$ cat config.mk
export PLATFORM = sky130hd
export DESIGN_NAME = seq_display_driver
export DESIGN_NICKNAME = d
export VERILOG_FILES = /design/src/rtl/seq_disp_pkg.sv /design/src/rtl/seq_display_driver_bin2bcd.sv /design/src/rtl/seq_display_driver.sv
export SDC_FILE = /design/constraint.sdc
export NUM_CORES = 1
export LEC_CHECK = 0
export BUFFER_PORTS_ARGS = -buffer_cell sky130_fd_sc_hd__buf_4
export CAP_MARGIN = 25
export CORE_MARGIN = 5
export CORE_UTILIZATION = 45
export DETAILED_ROUTE_END_ITERATION = 8
export GPL_ROUTABILITY_DRIVEN = 0
export GPL_TIMING_DRIVEN = 1
export SETUP_SLACK_MARGIN = 0.15
export SLEW_MARGIN = 15
export SYNTH_ARGS = -nofsm -noshare
export SYNTH_HDL_FRONTEND = slang
export SYNTH_SLANG_ARGS = --single-unit
$ cat constraint.sdc
create_clock -name clk -period 2.4 [get_ports clk]
set_clock_uncertainty 0.05 [all_clocks]
set_input_delay 0.36 -clock clk [delete_from_list [all_inputs] [get_ports clk]]
set_output_delay 0.36 -clock clk [all_outputs]
set_load 0.005 [all_outputs]
$ cat src/rtl/seq_disp_pkg.sv
`default_nettype none
// ============================================================================
// Module   : seq_disp_pkg
// Purpose  : Shared constants for the sequence display driver: active-low
//            seven-segment glyphs, direction encodings, converter states.
// Revision : 1.0 - initial release
// ============================================================================
package seq_disp_pkg;

    // Segment order is {g,f,e,d,c,b,a}; a 0 lights the segment.
    localparam logic [6:0] SEG_DIGIT [0:9] = '{
        7'b1000000, 7'b1111001, 7'b0100100, 7'b0110000, 7'b0011001,
        7'b0010010, 7'b0000010, 7'b1111000, 7'b0000000, 7'b0010000
    };

    localparam logic [6:0] SEG_U     = 7'b1000001;
    localparam logic [6:0] SEG_D     = 7'b0100001;
    localparam logic [6:0] SEG_DASH  = 7'b0111111;
    localparam logic [6:0] SEG_BLANK = 7'b1111111;

    localparam logic [1:0] DIR_EQ    = 2'b00;
    localparam logic [1:0] DIR_UP    = 2'b01;
    localparam logic [1:0] DIR_DOWN  = 2'b10;

    typedef enum logic [1:0] {
        ST_IDLE = 2'd0,
        ST_CONV = 2'd1,
        ST_DONE = 2'd2
    } conv_state_e;

    // Digit glyph; anything outside 0..9 shows as blank.
    function automatic logic [6:0] seg_digit(input logic [3:0] d);
        if (d <= 4'd9) seg_digit = SEG_DIGIT[d];
        else           seg_digit = SEG_BLANK;
    endfunction

    // Direction glyph: up 'U', down 'd', otherwise '-'.
    function automatic logic [6:0] dir_glyph(input logic [1:0] d);
        case (d)
            DIR_UP:   dir_glyph = SEG_U;
            DIR_DOWN: dir_glyph = SEG_D;
            default:  dir_glyph = SEG_DASH;
        endcase
    endfunction

endpackage
`default_nettype wire

$ cat src/rtl/seq_display_driver_bin2bcd.sv
`default_nettype none
// ============================================================================
// Module   : bin2bcd_seq
// Purpose  : Sequential double-dabble converter, one shift per clock.
//            start is accepted in IDLE and in the DONE cycle; done is high
//            for exactly the one DONE cycle while tens/ones hold the result.
// Revision : 1.0 - initial release
// ============================================================================
module bin2bcd_seq
    import seq_disp_pkg::*;
#(
    parameter int VAL_W = 6
) (
    input  logic             clk,
    input  logic             rst,
    input  logic             start,
    input  logic [VAL_W-1:0] din,
    output logic             busy,
    output logic             done,
    output logic [3:0]       tens,
    output logic [3:0]       ones
);

    localparam logic [1:0] S_IDLE = ST_IDLE;
    localparam logic [1:0] S_CONV = ST_CONV;
    localparam logic [1:0] S_DONE = ST_DONE;
    localparam logic [2:0] LAST_ITER = 3'(VAL_W - 1);

    logic [1:0]        r_state;
    logic [VAL_W-1:0]  r_bin;
    logic [7:0]        r_bcd;
    logic [2:0]        r_iter;

    logic [3:0]        w_ones_adj;
    logic [3:0]        w_tens_adj;
    logic [VAL_W+7:0]  w_cat_sh;

    // One double-dabble step: correct nibbles >= 5, then shift the pair left.
    always_comb begin
        w_ones_adj = (r_bcd[3:0] >= 4'd5) ? r_bcd[3:0] + 4'd3 : r_bcd[3:0];
        w_tens_adj = (r_bcd[7:4] >= 4'd5) ? r_bcd[7:4] + 4'd3 : r_bcd[7:4];
        w_cat_sh   = {w_tens_adj, w_ones_adj, r_bin} << 1;
    end

    // Converter state machine and datapath.
    always_ff @(posedge clk) begin
        if (rst) begin
            r_state <= S_IDLE;
            r_bin   <= '0;
            r_bcd   <= '0;
            r_iter  <= '0;
        end else begin
            case (r_state)
                S_CONV: begin
                    r_bcd <= w_cat_sh[VAL_W+7:VAL_W];
                    r_bin <= w_cat_sh[VAL_W-1:0];
                    if (r_iter == LAST_ITER) begin
                        r_state <= S_DONE;
                    end else begin
                        r_iter <= r_iter + 3'd1;
                    end
                end
                default: begin
                    // IDLE and DONE both accept a new start.
                    if (start) begin
                        r_bin   <= din;
                        r_bcd   <= '0;
                        r_iter  <= '0;
                        r_state <= S_CONV;
                    end else begin
                        r_state <= S_IDLE;
                    end
                end
            endcase
        end
    end

    assign busy = (r_state != S_IDLE);
    assign done = (r_state == S_DONE);
    assign tens = r_bcd[7:4];
    assign ones = r_bcd[3:0];

endmodule
`default_nettype wire

$ cat src/rtl/seq_display_driver.sv
`default_nettype none
// ============================================================================
// Module   : seq_display_driver
// Purpose  : Samples the sequence counter on a strobe, converts it to BCD,
//            tracks direction and peak count, and scans four active-low
//            seven-segment digits (ones, tens, direction, peaks).
// Revision : 1.0 - initial release
// ============================================================================
module seq_display_driver
    import seq_disp_pkg::*;
#(
    parameter int SCAN_DIV = 100000,
    parameter int VAL_W    = 6
) (
    input  logic             clk,
    input  logic             rst,
    input  logic [VAL_W-1:0] value,
    input  logic             in_en,
    output logic             busy,
    output logic [3:0]       bcd_tens,
    output logic [3:0]       bcd_ones,
    output logic [1:0]       dir,
    output logic [3:0]       peak_cnt,
    output logic [3:0]       an,
    output logic [6:0]       seg
);

    localparam int              CNT_W   = $clog2(SCAN_DIV);
    localparam logic [CNT_W-1:0] CNT_TC = CNT_W'(SCAN_DIV - 1);
    localparam logic [VAL_W-1:0] VAL_MAX = '1;

    logic             w_conv_busy;
    logic             w_conv_done;
    logic [3:0]       w_conv_tens;
    logic [3:0]       w_conv_ones;
    logic             w_start;
    logic [VAL_W-1:0] w_start_val;

    logic             r_pend;
    logic [VAL_W-1:0] r_pend_val;
    logic [VAL_W-1:0] r_cur;
    logic [VAL_W-1:0] r_prev;
    logic [3:0]       r_tens;
    logic [3:0]       r_ones;
    logic [1:0]       r_dir;
    logic [3:0]       r_peak;

    logic [CNT_W-1:0] r_scan_cnt;
    logic [1:0]       r_scan_idx;
    logic [3:0]       r_an;
    logic [6:0]       r_seg;
    logic             w_scan_tc;
    logic [1:0]       w_idx_next;
    logic [6:0]       w_glyph;

    bin2bcd_seq #(
        .VAL_W (VAL_W)
    ) u_bin2bcd (
        .clk   (clk),
        .rst   (rst),
        .start (w_start),
        .din   (w_start_val),
        .busy  (w_conv_busy),
        .done  (w_conv_done),
        .tens  (w_conv_tens),
        .ones  (w_conv_ones)
    );

    // Choose what to convert next: pending data on DONE, otherwise a fresh
    // strobe (newest) or leftover pending data once the converter is idle.
    always_comb begin
        w_start     = 1'b0;
        w_start_val = r_pend_val;
        if (w_conv_done) begin
            w_start = r_pend;
        end else if (!w_conv_busy) begin
            if (in_en) begin
                w_start     = 1'b1;
                w_start_val = value;
            end else if (r_pend) begin
                w_start = 1'b1;
            end
        end
    end

    // One-deep pending buffer for strobes that arrive while converting.
    always_ff @(posedge clk) begin
        if (rst) begin
            r_pend     <= 1'b0;
            r_pend_val <= '0;
        end else if (w_conv_busy && in_en) begin
            r_pend     <= 1'b1;
            r_pend_val <= value;
        end else if (w_start) begin
            r_pend     <= 1'b0;
        end
    end

    // Binary copy of the sample in flight, needed for direction and peak.
    always_ff @(posedge clk) begin
        if (rst)          r_cur <= '0;
        else if (w_start) r_cur <= w_start_val;
    end

    // Commit the finished conversion together with direction and peak count.
    always_ff @(posedge clk) begin
        if (rst) begin
            r_tens <= '0;
            r_ones <= '0;
            r_dir  <= DIR_EQ;
            r_peak <= '0;
            r_prev <= '0;
        end else if (w_conv_done) begin
            r_tens <= w_conv_tens;
            r_ones <= w_conv_ones;
            r_prev <= r_cur;
            if (r_cur > r_prev)      r_dir <= DIR_UP;
            else if (r_cur < r_prev) r_dir <= DIR_DOWN;
            else                     r_dir <= DIR_EQ;
            if (r_cur == VAL_MAX && r_prev != VAL_MAX) begin
                r_peak <= (r_peak == 4'd9) ? 4'd0 : r_peak + 4'd1;
            end
        end
    end

    // Glyph for the digit slot that becomes active on this edge.
    always_comb begin
        w_scan_tc  = (r_scan_cnt == CNT_TC);
        w_idx_next = w_scan_tc ? r_scan_idx + 2'd1 : r_scan_idx;
        case (w_idx_next)
            2'd0:    w_glyph = seg_digit(r_ones);
            2'd1:    w_glyph = (r_tens == 4'd0) ? SEG_BLANK : seg_digit(r_tens);
            2'd2:    w_glyph = dir_glyph(r_dir);
            default: w_glyph = seg_digit(r_peak);
        endcase
    end

    // Free-running scan; anode and segments are registered together.
    always_ff @(posedge clk) begin
        if (rst) begin
            r_scan_cnt <= '0;
            r_scan_idx <= '0;
            r_an       <= 4'b1110;
            r_seg      <= SEG_DIGIT[0];
        end else begin
            r_scan_cnt <= w_scan_tc ? '0 : r_scan_cnt + CNT_W'(1);
            r_scan_idx <= w_idx_next;
            r_an       <= ~(4'b0001 << w_idx_next);
            r_seg      <= w_glyph;
        end
    end

    assign busy     = w_conv_busy;
    assign bcd_tens = r_tens;
    assign bcd_ones = r_ones;
    assign dir      = r_dir;
    assign peak_cnt = r_peak;
    assign an       = r_an;
    assign seg      = r_seg;

endmodule
`default_nettype wire

==> results.md, run 1 <==
- Achievable frequency: 472 MHz
- Via count: 3828
- Initial Util: 0.465
- Worst min path class: in2reg
- Nets: 611
- Slew HR: 0.528
- DR vias/cell: 5.42
- Final setup violating endpoints: 0
- First-pass GRT wire length: 16.8 mm
- Fill count: 922
- CTS tree: built
- Period utilization: 0.883
- Share of post-route cells with drive strength above 1: 0.123
- Post-synthesis net count: 581
- Io pins: 35
- Met2 wire len: 4.65 mm
- Crit end category: flip-flop
- FFs w/ async S/R, synth: 0
- H-tree Lvls: 3
- Most frequent cells in the layout: nand2_1, dfxtp_1, a21oi_1
- Worst skew pair latency: 340 ps
- Post-route antenna net violation count: 0
- HPWL after DPL: 7.11 mm
- Complex-gate fraction of the synthesized area: 0.172
- Post-synth EDFFs: 0
- Synthesized area per cell: 8.01 µm²
- Yosys warns: 0
- P&R area growth vs syn: 13.9%
- Yosys cell types: 53
- GR Overflow Total: 0
- Total iterations of the first detailed-routing run: 5
- Initial DRC Count: 135
- Clock root cell: clkbuf_8
- Final Hold Fails: 0
- Placed cell count: 690
- Primary FF master, synth: dfxtp_1
- Simple-gate share of the synthesized area: 0.247
- Max FO, Critical Path: 12
- Pins Over Slew Limit: 0
- WP data required: 2610 ps
- Post-Layout Cell Count: 706
- Startpoint Class: flip-flop
- Total CTS buffers: 9
- Power per cell area: 523 nW/µm²
- Max layer used: met4
- Crit path DAT: 2330 ps
- WL per Instance: 14.1 µm
- Post-synthesis cell area: 4340 µm²
- Final wirelength: 9.95 mm
- Flops & latches, synth: 82
- Met3 wire len: 467 µm
- Max_cap viols: 0
- Leakage power: 1.93 nW
- Row count: 35
- Antenna fix cells: 0
- Worst setup path class: reg2reg
- R2R cell count: 7
- CTS max path bufs: 2
- Port-buffer cells: 34
- Max VDD drop: 0.000262 V
- Largest family of logic cells by synthesized area: simple AND/OR/NAND/NOR gates
- Wl on met1: 4.62 mm
- Residual DRC count: 0
- R2R Setup Slk: 280 ps
- # hold bufs at CTS: 0
- Status: complete, no violations
- Minimum clock period: 2120 ps
- Die width: 108 µm
- Largest net degree at the start of global routing: 62
- Clock slew seen by the registers of the worst setup and hold paths: 80 ps
- Post-synthesis mux area share: 0.0277
- RSZ-0062 raised after global routing: no
- Initial antenna violation count: 0
- Post-Synth Adder-Cell Area: 0.0865
- Slew @ Worst Pin: 708 ps
- GRT Total Usage: 0.175
- DIE HEIGHT: 108 µm
- Vias in the first global route: 3723
- Xor/xnor share of the synthesized area: 0.0384
- DIE AREA: 11700 µm²
- Register area share after synthesis: 0.378
- Cells after Synth: 542
- Setup TNS: 0 ps
- Hold path cells: 3
- Core box area: 9330 µm²
- CTS Sinks: 82
final timing paths:
check	startpoint	to
worst max-delay path	r_scan_cnt[0]$_SDFF_PP0_	seg[6]$_SDFF_PP1_
worst min-delay path	value[5]	r_pend_val[5]$_SDFFE_PP0P_
worst max register to register	r_scan_cnt[0]$_SDFF_PP0_	seg[6]$_SDFF_PP1_
worst min register to register	r_prev[3]$_SDFFE_PP0P_	r_prev[3]$_SDFFE_PP0P_
power by group:
part           switching (W)  internal (W)
clock               0.000522      0.000483
sequential         0.0000233       0.00139
combinational       0.000103     0.0000632
area by class of cell:
cell class              instances  area (µm²)  area share
multi-input cells             404        2490       0.504
flip-flops and latches         82        1650       0.333
repair buffers                 45         338      0.0684
well taps                     129         161      0.0327
clock buffers                  10         128      0.0258
inverters                      30         113      0.0228
clock inverters                 6        66.3      0.0134
synthesized netlist by cell type, drive strengths merged, types with 3 or more instances:
library cell / count / share of area
dfxtp: 82 / 0.38
nand2: 79 / 0.068
a21oi: 63 / 0.073
nor2: 48 / 0.042
ha: 30 / 0.087
inv: 30 / 0.026
nand3: 22 / 0.025
clkbuf: 17 / 0.015
o21ai: 13 / 0.015
mux2i: 12 / 0.028
nor3: 12 / 0.014
nand2b: 11 / 0.016
xor2: 11 / 0.022
and3: 9 / 0.013
buf: 9 / 0.0095
a31oi: 8 / 0.012
nand4: 8 / 0.012
xnor2: 8 / 0.016
nor2b: 7 / 0.012
o32ai: 5 / 0.010
a211oi: 4 / 0.0069
nor4: 4 / 0.0058
nor4b: 4 / 0.0095
o21a: 4 / 0.0069
o22ai: 4 / 0.0058
a21o: 3 / 0.0052
a221oi: 3 / 0.0061
o21bai: 3 / 0.0052
or3: 3 / 0.0043
critical path: stages, from the launching register on:
cell and delay [ps]:
dfxtp_1 380, ha_1 210, and4_1 200, and4_1 290, buf_4 220, nand2_1 130, or4_1 430, o2111ai_1 110
per-layer routing:
layer / vias up / GRT usage
li1: 1947 / -
met1: 1768 / 0.221
met2: 94 / 0.295
met3: 19 / 0.0310
met4: 0 / 0.0703
met5: - / 0
through the flow:
step	setup WS [ps]	hold WS [ps]	cell area (µm²)	total power [W]	utilization
after floorplan	409	380	4340	0.00156	-
after global placement	264	395	4730	0.00161	0.507
after detailed placement	227	401	4730	0.00161	0.507
after CTS	195	197	4930	0.00261	0.528
after global routing	148	212	4940	0.00269	0.530
final	281	205	4940	0.00258	0.530
repair_timing:
action | CTS | global route
buffers inserted | 0 | 0
gates resized for setup | 0 | 5
hold endpoints to repair | 0 | 0
setup endpoints to repair | 0 | 6
flip-flops by register name (all words and copies together) (netlist names):
name	flops
r_scan_idx	2
r_scan_cnt	17
seg	7
bcd_ones	4
u_bin2bcd.r_bcd	8
r_prev	6
dir	2
r_cur	6
r_pend	1
peak_cnt	4
r_pend_val	6
an	4
u_bin2bcd.r_bin	6
u_bin2bcd.r_state	2
bcd_tens	4
u_bin2bcd.r_iter	3
cell families after synthesis:
family / after synthesis
mux: 12
simple gates: 220
compound gates: 123
xor+xnor: 19
flops: 82
buf+inv: 56
fa+ha+maj: 30
(Power assumes the default switching activity.)
==> inputs of run 2 (changes only) <==
- CTS_BUF_LIST: not set -> sky130_fd_sc_hd__clkbuf_16
==> run 2 against run 1 <==
Die area did not move. Wire length rose by 0.97%. Worst setup slack improved by 16 ps. Fmax rose by 0.78%. Cell count did not move. Non-clock buffer count did not move. Highest routed layer unchanged. Count of clock-buffer cells in the layout fell by 1. Sequential power barely moved. Power rose by 14%.
==> results.md, run 2 (synthesized netlist as in run 1, its figures left out) <==
- Hold Startpoint: value[5]
- Largest net degree at the start of global routing: 62 (unchanged)
- DIE AREA: 11700 µm² (unchanged)
- Max VDD drop: 0.000341 V (+30%)
- Hold path cells: 3 (unchanged)
- CTS tree: built
- Slew HR: 0.515 (-0.0127)
- Achievable frequency: 476 MHz (+0.78%)
- Power per cell area: 585 nW/µm² (+12%)
- Status: complete, no violations
- RSZ-0062 raised after global routing: no
- HPWL after DPL: 7.11 mm (unchanged)
- Core box area: 9330 µm² (unchanged)
- GRT Total Usage: 0.176 (+0.00128)
- Initial Util: 0.465 (unchanged)
- Int Pwr: 0.00226 W (+17%)
- Total CTS buffers: 9 (unchanged)
- Worst skew pair latency: 330 ps (about the same)
- Max_cap viols: 0 (unchanged)
- # hold bufs at CTS: 0 (unchanged)
- DIE HEIGHT: 108 µm (unchanged)
- Crit end category: flip-flop
- Clock slew seen by the registers of the worst setup and hold paths: 60 ps (-20 ps)
- Largest register FFs: 17 (unchanged)
- Vias in the first global route: 3758 (+0.94%)
- Minimum clock period: 2100 ps (-16.4 ps)
- DR vias/cell: 5.47 (+0.89%)
- Share of post-route cells with drive strength above 1: 0.123 (unchanged)
- WP data required: 2600 ps (about the same)
- Net Sw Frac: 0.235 (-0.0157)
- Worst min path class: in2reg
- Leakage power: 1.98 nW (+2.6%)
- Final Power: 0.00295 W (+14%)
- Setup TNS: 0 ps (unchanged)
- Post-route antenna net violation count: 0 (unchanged)
- Postcts setup bufs: 0 (unchanged)
- P&R area growth vs syn: 16.2%
- Combinational power share: 0.056 (-0.009)
- Period utilization: 0.876 (-0.00683)
- Die width: 108 µm (unchanged)
- Final Hold Fails: 0 (unchanged)
- Clock root cell: clkbuf_16
- Clk pwr share: 0.465 (+0.076)
- CTS Sinks: 82 (unchanged)
- Largest Register: r_scan_cnt
- Residual DRC count: 0 (unchanged)
- First-pass GRT wire length: 16.9 mm (+0.61%)
- Slew @ Worst Pin: 727 ps (+19.0 ps)
- Pins Over Slew Limit: 0 (unchanged)
- R2R cell count: 7 (unchanged)
- NetSw: 0.000695 W (+7.1%)
- R2R Path End: seg[6]$_SDFF_PP1_
- Antenna fix cells: 0 (unchanged)
- Total iterations of the first detailed-routing run: 7 (+2)
- CTS max path bufs: 2 (unchanged)
- End of the worst hold path: r_pend_val[5]$_SDFFE_PP0P_
- Initial antenna violation count: 0 (unchanged)
- Row count: 35 (unchanged)
- Initial DRC Count: 161 (+19%)
- H-tree Lvls: 3 (unchanged)
- Port-buffer cells: 34 (unchanged)
- Final wirelength: 10.0 mm (+0.97%)
- Final setup violating endpoints: 0 (unchanged)
- Crit path DAT: 2300 ps (-30 ps)
- Startpoint Class: flip-flop
- Fin Hold WS: 222 ps (+17.0 ps)
- Io pins: 35 (unchanged)
- Seq pwr share: 0.479 (-0.067)
- Nets: 611 (unchanged)
- Worst setup path class: reg2reg
- Reg2reg start: r_scan_cnt[0]$_SDFF_PP0_
- Most frequent cells in the layout: nand2_1, dfxtp_1, a21oi_1
- Design area: 5040 µm² (+2.1%)
- GR Overflow Total: 0 (unchanged)
- WL per Instance: 14.2 µm (+0.97%)
- R2R Setup Slk: 300 ps (+20 ps)
- Max FO, Critical Path: 12 (unchanged)
- Placed Area: 4730 µm² (unchanged)
- Post-cts sizing count: 0 (unchanged)
- Via count: 3862 (+0.89%)
[run 2: critical path, stage by stage (launching register included)]
cell       delay, ps
dfxtp_1          370
ha_1             210
and4_1           200
and4_1           280
buf_4            220
nand2_1          130
or4_1            430
o2111ai_1        110
[run 2: layout make-up]
cell class / instances / area [µm²]
clock buffers: 9 / 225
clock inverters: 7 / 70.1
fillers: 911 / 4290
inverters: 30 / 113
multi-input cells: 404 / 2490
flip-flops and latches: 82 / 1650
well taps: 129 / 161
repair buffers: 45 / 338
[run 2: worst max-delay path by stage]
stage | from | endpoint | slack [ps] | cells past startpoint
6_report | r_scan_cnt[0]$_SDFF_PP0_ | seg[6]$_SDFF_PP1_ | 300 | 7
5_1_grt | bcd_tens[1]$_SDFFE_PP0P_ | seg[1]$_SDFF_PP0_ | 160 | 8
4_1_cts | peak_cnt[0]$_SDFFE_PP0P_ | seg[1]$_SDFF_PP0_ | 200 | 7
3_5_place_dp | peak_cnt[0]$_SDFFE_PP0P_ | seg[5]$_SDFF_PP0_ | 230 | 7
3_3_place_gp | peak_cnt[0]$_SDFFE_PP0P_ | seg[1]$_SDFF_PP0_ | 260 | 7
2_1_floorplan | bcd_tens[0]$_SDFFE_PP0P_ | seg[5]$_SDFF_PP0_ | 410 | 7
[run 2: power by group through the flow]
stage	logic (W)	clock network (W)	registers (W)
after floorplan	0.000121	0	0.00143
after global placement	0.000164	0	0.00144
after detailed placement	0.000168	0	0.00144
after CTS	0.000168	0.00140	0.00141
after global routing	0.000189	0.00146	0.00142
final	0.000165	0.00137	0.00141
[run 2: per-layer routing]
| layer | GRT usage | wire length, µm | vias up | share of wire |
|---|---|---|---|---|
| met1 | 0.221 | 4640 | 1794 | 0.46 |
| met5 | 0 | 0 | - | 0 |
| met2 | 0.294 | 4620 | 92 | 0.46 |
| li1 | - | - | 1950 | - |
| met4 | 0.0848 | 303 | 0 | 0.030 |
| met3 | 0.0304 | 473 | 26 | 0.047 |
[run 2: per-stage QoR]
step	utilization	instances	worst slack [ps]
global route	0.541	706	160
detailed placement	0.507	690	227
global placement	0.507	690	264
finish	0.541	706	298
floorplan	-	542	409
CTS	0.539	706	204
